[config.mk]
export PLATFORM = sky130hd
export DESIGN_NAME = mem_arb
export DESIGN_NICKNAME = d
export VERILOG_FILES = /design/src/rtl/mem_arb.sv
export SDC_FILE = /design/constraint.sdc
export NUM_CORES = 1
export LEC_CHECK = 0
export CAP_MARGIN = 20
export CORE_MARGIN = 1
export CORE_UTILIZATION = 42
export CTS_CLUSTER_DIAMETER = 40
export DETAILED_ROUTE_END_ITERATION = 12
export PLACE_DENSITY = 0.83
export SYNTH_ARGS = -nofsm -noshare
export SYNTH_HDL_FRONTEND = slang
export SYNTH_SLANG_ARGS = --single-unit
[constraint.sdc]
create_clock -name CLK -period 5.2 [get_ports CLK]
set_input_delay 0.52 -clock CLK [delete_from_list [all_inputs] [get_ports CLK]]
set_output_delay 0.52 -clock CLK [all_outputs]
set_load 0.01 [all_outputs]
[src/rtl/mem_arb.sv]
// Two-requester round-robin memory arbiter: IDLE -> ACCESS -> DONE,
// strobes held for WAIT_CYCLES cycles, one-cycle ACK, registered outputs.
module mem_arb #(
    parameter int WAIT_CYCLES = 2
) (
    input  logic        CLK,
    input  logic        RST,
    input  logic        REQ0,
    input  logic        RW0,
    input  logic [25:0] ADDR0,
    input  logic [31:0] WDATA0,
    input  logic        REQ1,
    input  logic        RW1,
    input  logic [25:0] ADDR1,
    input  logic [31:0] WDATA1,
    output logic        GNT0,
    output logic        GNT1,
    output logic        ACK0,
    output logic        ACK1,
    output logic [31:0] RDATA,
    output logic        MEM_READ,
    output logic        MEM_WRITE,
    output logic [25:0] MEM_ADDR,
    output logic [31:0] MEM_WDATA,
    input  logic [31:0] MEM_RDATA
);
    localparam logic [1:0] S_IDLE   = 2'd0;
    localparam logic [1:0] S_ACCESS = 2'd1;
    localparam logic [1:0] S_DONE   = 2'd2;

    localparam int         WE   = (WAIT_CYCLES < 1) ? 1 : WAIT_CYCLES;
    localparam logic [3:0] LOAD = 4'(WE - 1);

    logic [1:0]  state_q, state_d;
    logic [3:0]  cnt_q, cnt_d;
    logic        prio_q, prio_d;
    logic        owner_q, owner_d;
    logic        gnt0_q, gnt0_d;
    logic        gnt1_q, gnt1_d;
    logic        ack0_q, ack0_d;
    logic        ack1_q, ack1_d;
    logic        rd_q, rd_d;
    logic        wr_q, wr_d;
    logic [25:0] addr_q, addr_d;
    logic [31:0] wdata_q, wdata_d;
    logic [31:0] rdata_q, rdata_d;
    logic        r0, r1;

    // X/Z on a request line falls to the else branch and counts as idle
    always_comb begin
        r0 = 1'b0;
        r1 = 1'b0;
        if (REQ0) r0 = 1'b1;
        if (REQ1) r1 = 1'b1;
    end

    always_comb begin
        state_d = state_q;
        cnt_d   = cnt_q;
        prio_d  = prio_q;
        owner_d = owner_q;
        gnt0_d  = gnt0_q;
        gnt1_d  = gnt1_q;
        ack0_d  = 1'b0;
        ack1_d  = 1'b0;
        rd_d    = rd_q;
        wr_d    = wr_q;
        addr_d  = addr_q;
        wdata_d = wdata_q;
        rdata_d = rdata_q;
        case (state_q)
            S_IDLE: begin
                if (r0 && (!r1 || !prio_q)) begin
                    state_d = S_ACCESS;
                    cnt_d   = LOAD;
                    owner_d = 1'b0;
                    gnt0_d  = 1'b1;
                    rd_d    = !RW0;
                    wr_d    = RW0;
                    addr_d  = ADDR0;
                    wdata_d = WDATA0;
                end else if (r1) begin
                    state_d = S_ACCESS;
                    cnt_d   = LOAD;
                    owner_d = 1'b1;
                    gnt1_d  = 1'b1;
                    rd_d    = !RW1;
                    wr_d    = RW1;
                    addr_d  = ADDR1;
                    wdata_d = WDATA1;
                end
            end
            S_ACCESS: begin
                if (cnt_q == 4'd0) begin
                    state_d = S_DONE;
                    rd_d    = 1'b0;
                    wr_d    = 1'b0;
                    ack0_d  = !owner_q;
                    ack1_d  = owner_q;
                    // priority passes to whoever was not just served
                    prio_d  = !owner_q;
                    if (rd_q) rdata_d = MEM_RDATA;
                end else begin
                    cnt_d = cnt_q - 4'd1;
                end
            end
            S_DONE: begin
                state_d = S_IDLE;
                gnt0_d  = 1'b0;
                gnt1_d  = 1'b0;
            end
            default: begin
                state_d = S_IDLE;
                gnt0_d  = 1'b0;
                gnt1_d  = 1'b0;
                rd_d    = 1'b0;
                wr_d    = 1'b0;
            end
        endcase
    end

    always_ff @(posedge CLK or negedge RST) begin
        if (!RST) begin
            state_q <= S_IDLE;
            cnt_q   <= 4'd0;
            prio_q  <= 1'b0;
            owner_q <= 1'b0;
            gnt0_q  <= 1'b0;
            gnt1_q  <= 1'b0;
            ack0_q  <= 1'b0;
            ack1_q  <= 1'b0;
            rd_q    <= 1'b0;
            wr_q    <= 1'b0;
            addr_q  <= 26'd0;
            wdata_q <= 32'd0;
            rdata_q <= 32'd0;
        end else begin
            state_q <= state_d;
            cnt_q   <= cnt_d;
            prio_q  <= prio_d;
            owner_q <= owner_d;
            gnt0_q  <= gnt0_d;
            gnt1_q  <= gnt1_d;
            ack0_q  <= ack0_d;
            ack1_q  <= ack1_d;
            rd_q    <= rd_d;
            wr_q    <= wr_d;
            addr_q  <= addr_d;
            wdata_q <= wdata_d;
            rdata_q <= rdata_d;
        end
    end

    assign GNT0      = gnt0_q;
    assign GNT1      = gnt1_q;
    assign ACK0      = ack0_q;
    assign ACK1      = ack1_q;
    assign RDATA     = rdata_q;
    assign MEM_READ  = rd_q;
    assign MEM_WRITE = wr_q;
    assign MEM_ADDR  = addr_q;
    assign MEM_WDATA = wdata_q;
endmodule

==> results.sh <==
export IMPL_status="completed"
export IMPL_gp_congestion=0.781
export IMPL_crit_type="in -> reg"
export IMPL_power_leakage_nw=3.44
export IMPL_hold_class="in -> async"
export IMPL_final_antenna_net_count=0
export IMPL_finalSetupViolCount=0
export IMPL_endpoint_kind="flop"
export IMPL_synth_top_area_cell="dfrtp_1"
export IMPL_post_synth_instance_area_um2=4610
export IMPL_yosysSeqAreaShare_pct=56.4
export IMPL_boundaryPins=250
export IMPL_wl_met2_um=5890
export IMPL_place_ws_ps=2350
export IMPL_hold_viol=0
export IMPL_die_area_um2=11400
export IMPL_hpwl_um=9240
export IMPL_numPortBuffers=249
export IMPL_diodes=0
export IMPL_fin_worst_skew_ps=11.1
export IMPL_drt_wirelength_per_cell_um=15.8
export IMPL_utilization_pct=70.3
export IMPL_grt_max_degree=68
export IMPL_insertion_delay_ps=360
export IMPL_grt_first_pass_wirelength_um=18600
export IMPL_cp_data_required_time_ps=5430
export IMPL_crit_path_max_fanout=32
export IMPL_p_per_area_nw_per_um2=505
export IMPL_final_nets=779
export IMPL_async_reset_ff_share_pct=100
export IMPL_synth_area_per_cell_um2=12.0
export IMPL_clk_pin_slew_ps=100
export IMPL_synth_seq_cells=104
export IMPL_ys_flop_type="dfrtp_1"
export IMPL_synth_area_top_cells="dfrtp_1, mux2i_1, mux2_4"
export IMPL_coreArea_um2=10500
export IMPL_antenna_found_initial=0
export IMPL_drt_vias_per_instance=4.92
export IMPL_fin_crit_sh_pct=41.7
export IMPL_highest_layer="met4"
export IMPL_cts_sinks=104
export IMPL_drtIter0Drc=100
export IMPL_peakVddDrop_mv=0.254
export IMPL_gr_usage_all_layers_pct=21.3
export IMPL_crit_start="REQ1"
export IMPL_route_vias_total=3747
export IMPL_finalNonFillerCells=762
export IMPL_cts_made_buffers=9
export IMPL_final_max_slew_viol_count=0
export IMPL_synth_common_cells="dfrtp_1, o21ai_0, nand2_1, mux2i_1, mux2_4"
export IMPL_synthCells=383
export IMPL_wirelength_um=12000
export IMPL_clk_path_buf_depth=2
export IMPL_drc=0
export IMPL_grt_pass1_vias=3735
export IMPL_rows=37
export IMPL_cp_data_arrival_time_ps=2400
export IMPL_synth_top_area_share_pct=56.4
export IMPL_ys_warnings_count=0
export IMPL_dp_cells=747
export IMPL_rsz0062_at_grt="no"
export IMPL_cts_max_level=3
export IMPL_initial_core_util_pct=43.9
export IMPL_synth_edf_count=0
export IMPL_wl_met3_um=1040
export IMPL_tightest_slew_ps=808
export IMPL_hold_ws_ps=122
export IMPL_cts_hold_buffers_added=0
export IMPL_layout_setup_ws_ps=3030
export IMPL_route_layer_met1_wl_um=4810
export IMPL_fmaxAchievable_mhz=461
export IMPL_crit_path_start_kind="primary input"
export IMPL_cts_resized=0
export IMPL_post_cts_buffers=0
export IMPL_nFillCells=778
export IMPL_yosysUniqueCellTypes=35
export IMPL_cp_slowest_stage_delay_ps=680
export IMPL_synth_most_common_cell="dfrtp_1"
export IMPL_crit_family="buffers and inverters"
export IMPL_path_buf_inv=2
export IMPL_slowest_stage="clkdlybuf4s50_1"
export IMPL_p_total_mw=3.73
export IMPL_synth_nets=539
export IMPL_final_cell_area_um2=7380
export IMPL_ctsRootBufferMaster="clkbuf_8"
export IMPL_cts_tree="yes"
export IMPL_setup_tns_final_ps=0
export IMPL_syn_to_final_growth_pct=60.0
export IMPL_placed_area_um2=7210
export IMPL_path_cells="clkdlybuf4s50_1 -> a21bo_4 -> buf_12 -> mux2i_1 -> o21ai_0"
export IMPL_drive_above_1_share_pct=9.27
export IMPL_fp_dieW_um=107
export IMPL_firstDrtPassIters=4
export IMPL_period_needed_ps=2170
export IMPL_grt_overflow=0
export IMPL_slew_headroom_pct=46.1
export IMPL_maxCapViolations=0
export IMPL_die_y_um=107
export IMPL_rr_startpoint="cnt_q[1]$_DFFE_PN0P_"
cell families (layout without fill, tap and decap cells):
logic type / count (synthesis) / count (layout) / synth area share [%]
AND/OR/NAND/NOR: 83 / 83 / 8.08
buffers and inverters: 29 / 272 / 3.31
AO/OA/AOI/OAI: 74 / 74 / 8.60
adder cells (fa/ha/maj): 2 / 2 / 0.542
multiplexers: 91 / 91 / 23.1
flip-flops: 104 / 104 / 56.4
cell usage in the layout (no fill, tap or decap), types with 2 or more instances in the layout:
master | netlist | layout
clkdlybuf4s50_1 | 0 | 248
dfrtp_1 | 104 | 104
o21ai_0 | 61 | 61
nand2_1 | 59 | 59
mux2i_1 | 58 | 58
mux2_4 | 30 | 30
clkbuf_8 | 0 | 9
nor2_1 | 7 | 7
inv_1 | 5 | 5
nor3_1 | 3 | 3
mux2_2 | 3 | 3
nand3_1 | 3 | 3
a21oi_1 | 3 | 3
buf_12 | 0 | 3
nand2b_1 | 2 | 2
nor2b_1 | 2 | 2
ha_1 | 2 | 2
clkinv_2 | 0 | 2
buf_4 | 2 | 2
layer usage:
metal  track usage [%]  vias up
met1              24.3     1741
met4              8.51        0
met5                 0        -
met3              6.26       18
met2              37.2      184
li1                  -     1804
path summary, 6_finish.rpt:
path | endpoint | slack [ps] | cells after the start
worst max-delay path | MEM_ADDR[7]$_DFFE_PN0P_ | 3030 | 5
max in group asynchronous | MEM_WDATA[2]$_DFFE_PN0P_ | 3890 | 2
worst min-delay path | MEM_ADDR[1]$_DFFE_PN0P_ | 120 | 1
worst min register to register | MEM_ADDR[2]$_DFFE_PN0P_ | 480 | 2
worst max register to register | RDATA[7]$_DFFE_PN0P_ | 3120 | 6
min in group CLK | MEM_ADDR[2]$_DFFE_PN0P_ | 480 | 2
flip-flops by register name, summed over array words and instances, names as in the netlist:
signal and flops:
MEM_WDATA 32, RDATA 32, MEM_ADDR 26, cnt_q 4
state_q 2, ACK0 1, ACK1 1, GNT0 1
GNT1 1, MEM_READ 1, MEM_WRITE 1, owner_q 1
prio_q 1
report_power, final:
group / total (mW) / switching [mW] / internal, mW
clock: 0.435 / 0.265 / 0.170
combinational: 1.87 / 0.765 / 1.11
sequential: 1.42 / 0.227 / 1.20
total: 3.73 / 1.26 / 2.47
layout make-up:
cell class	instances	area, um2	share of cell area, %
multi-input cells	250	1880	25.4
clock inverters	5	35.0	0.474
clock buffers	9	124	1.68
well taps	136	170	2.30
inverters	5	18.8	0.254
repair buffers	253	2560	34.6
flip-flops and latches	104	2600	35.2
(Power assumes the default switching activity.)
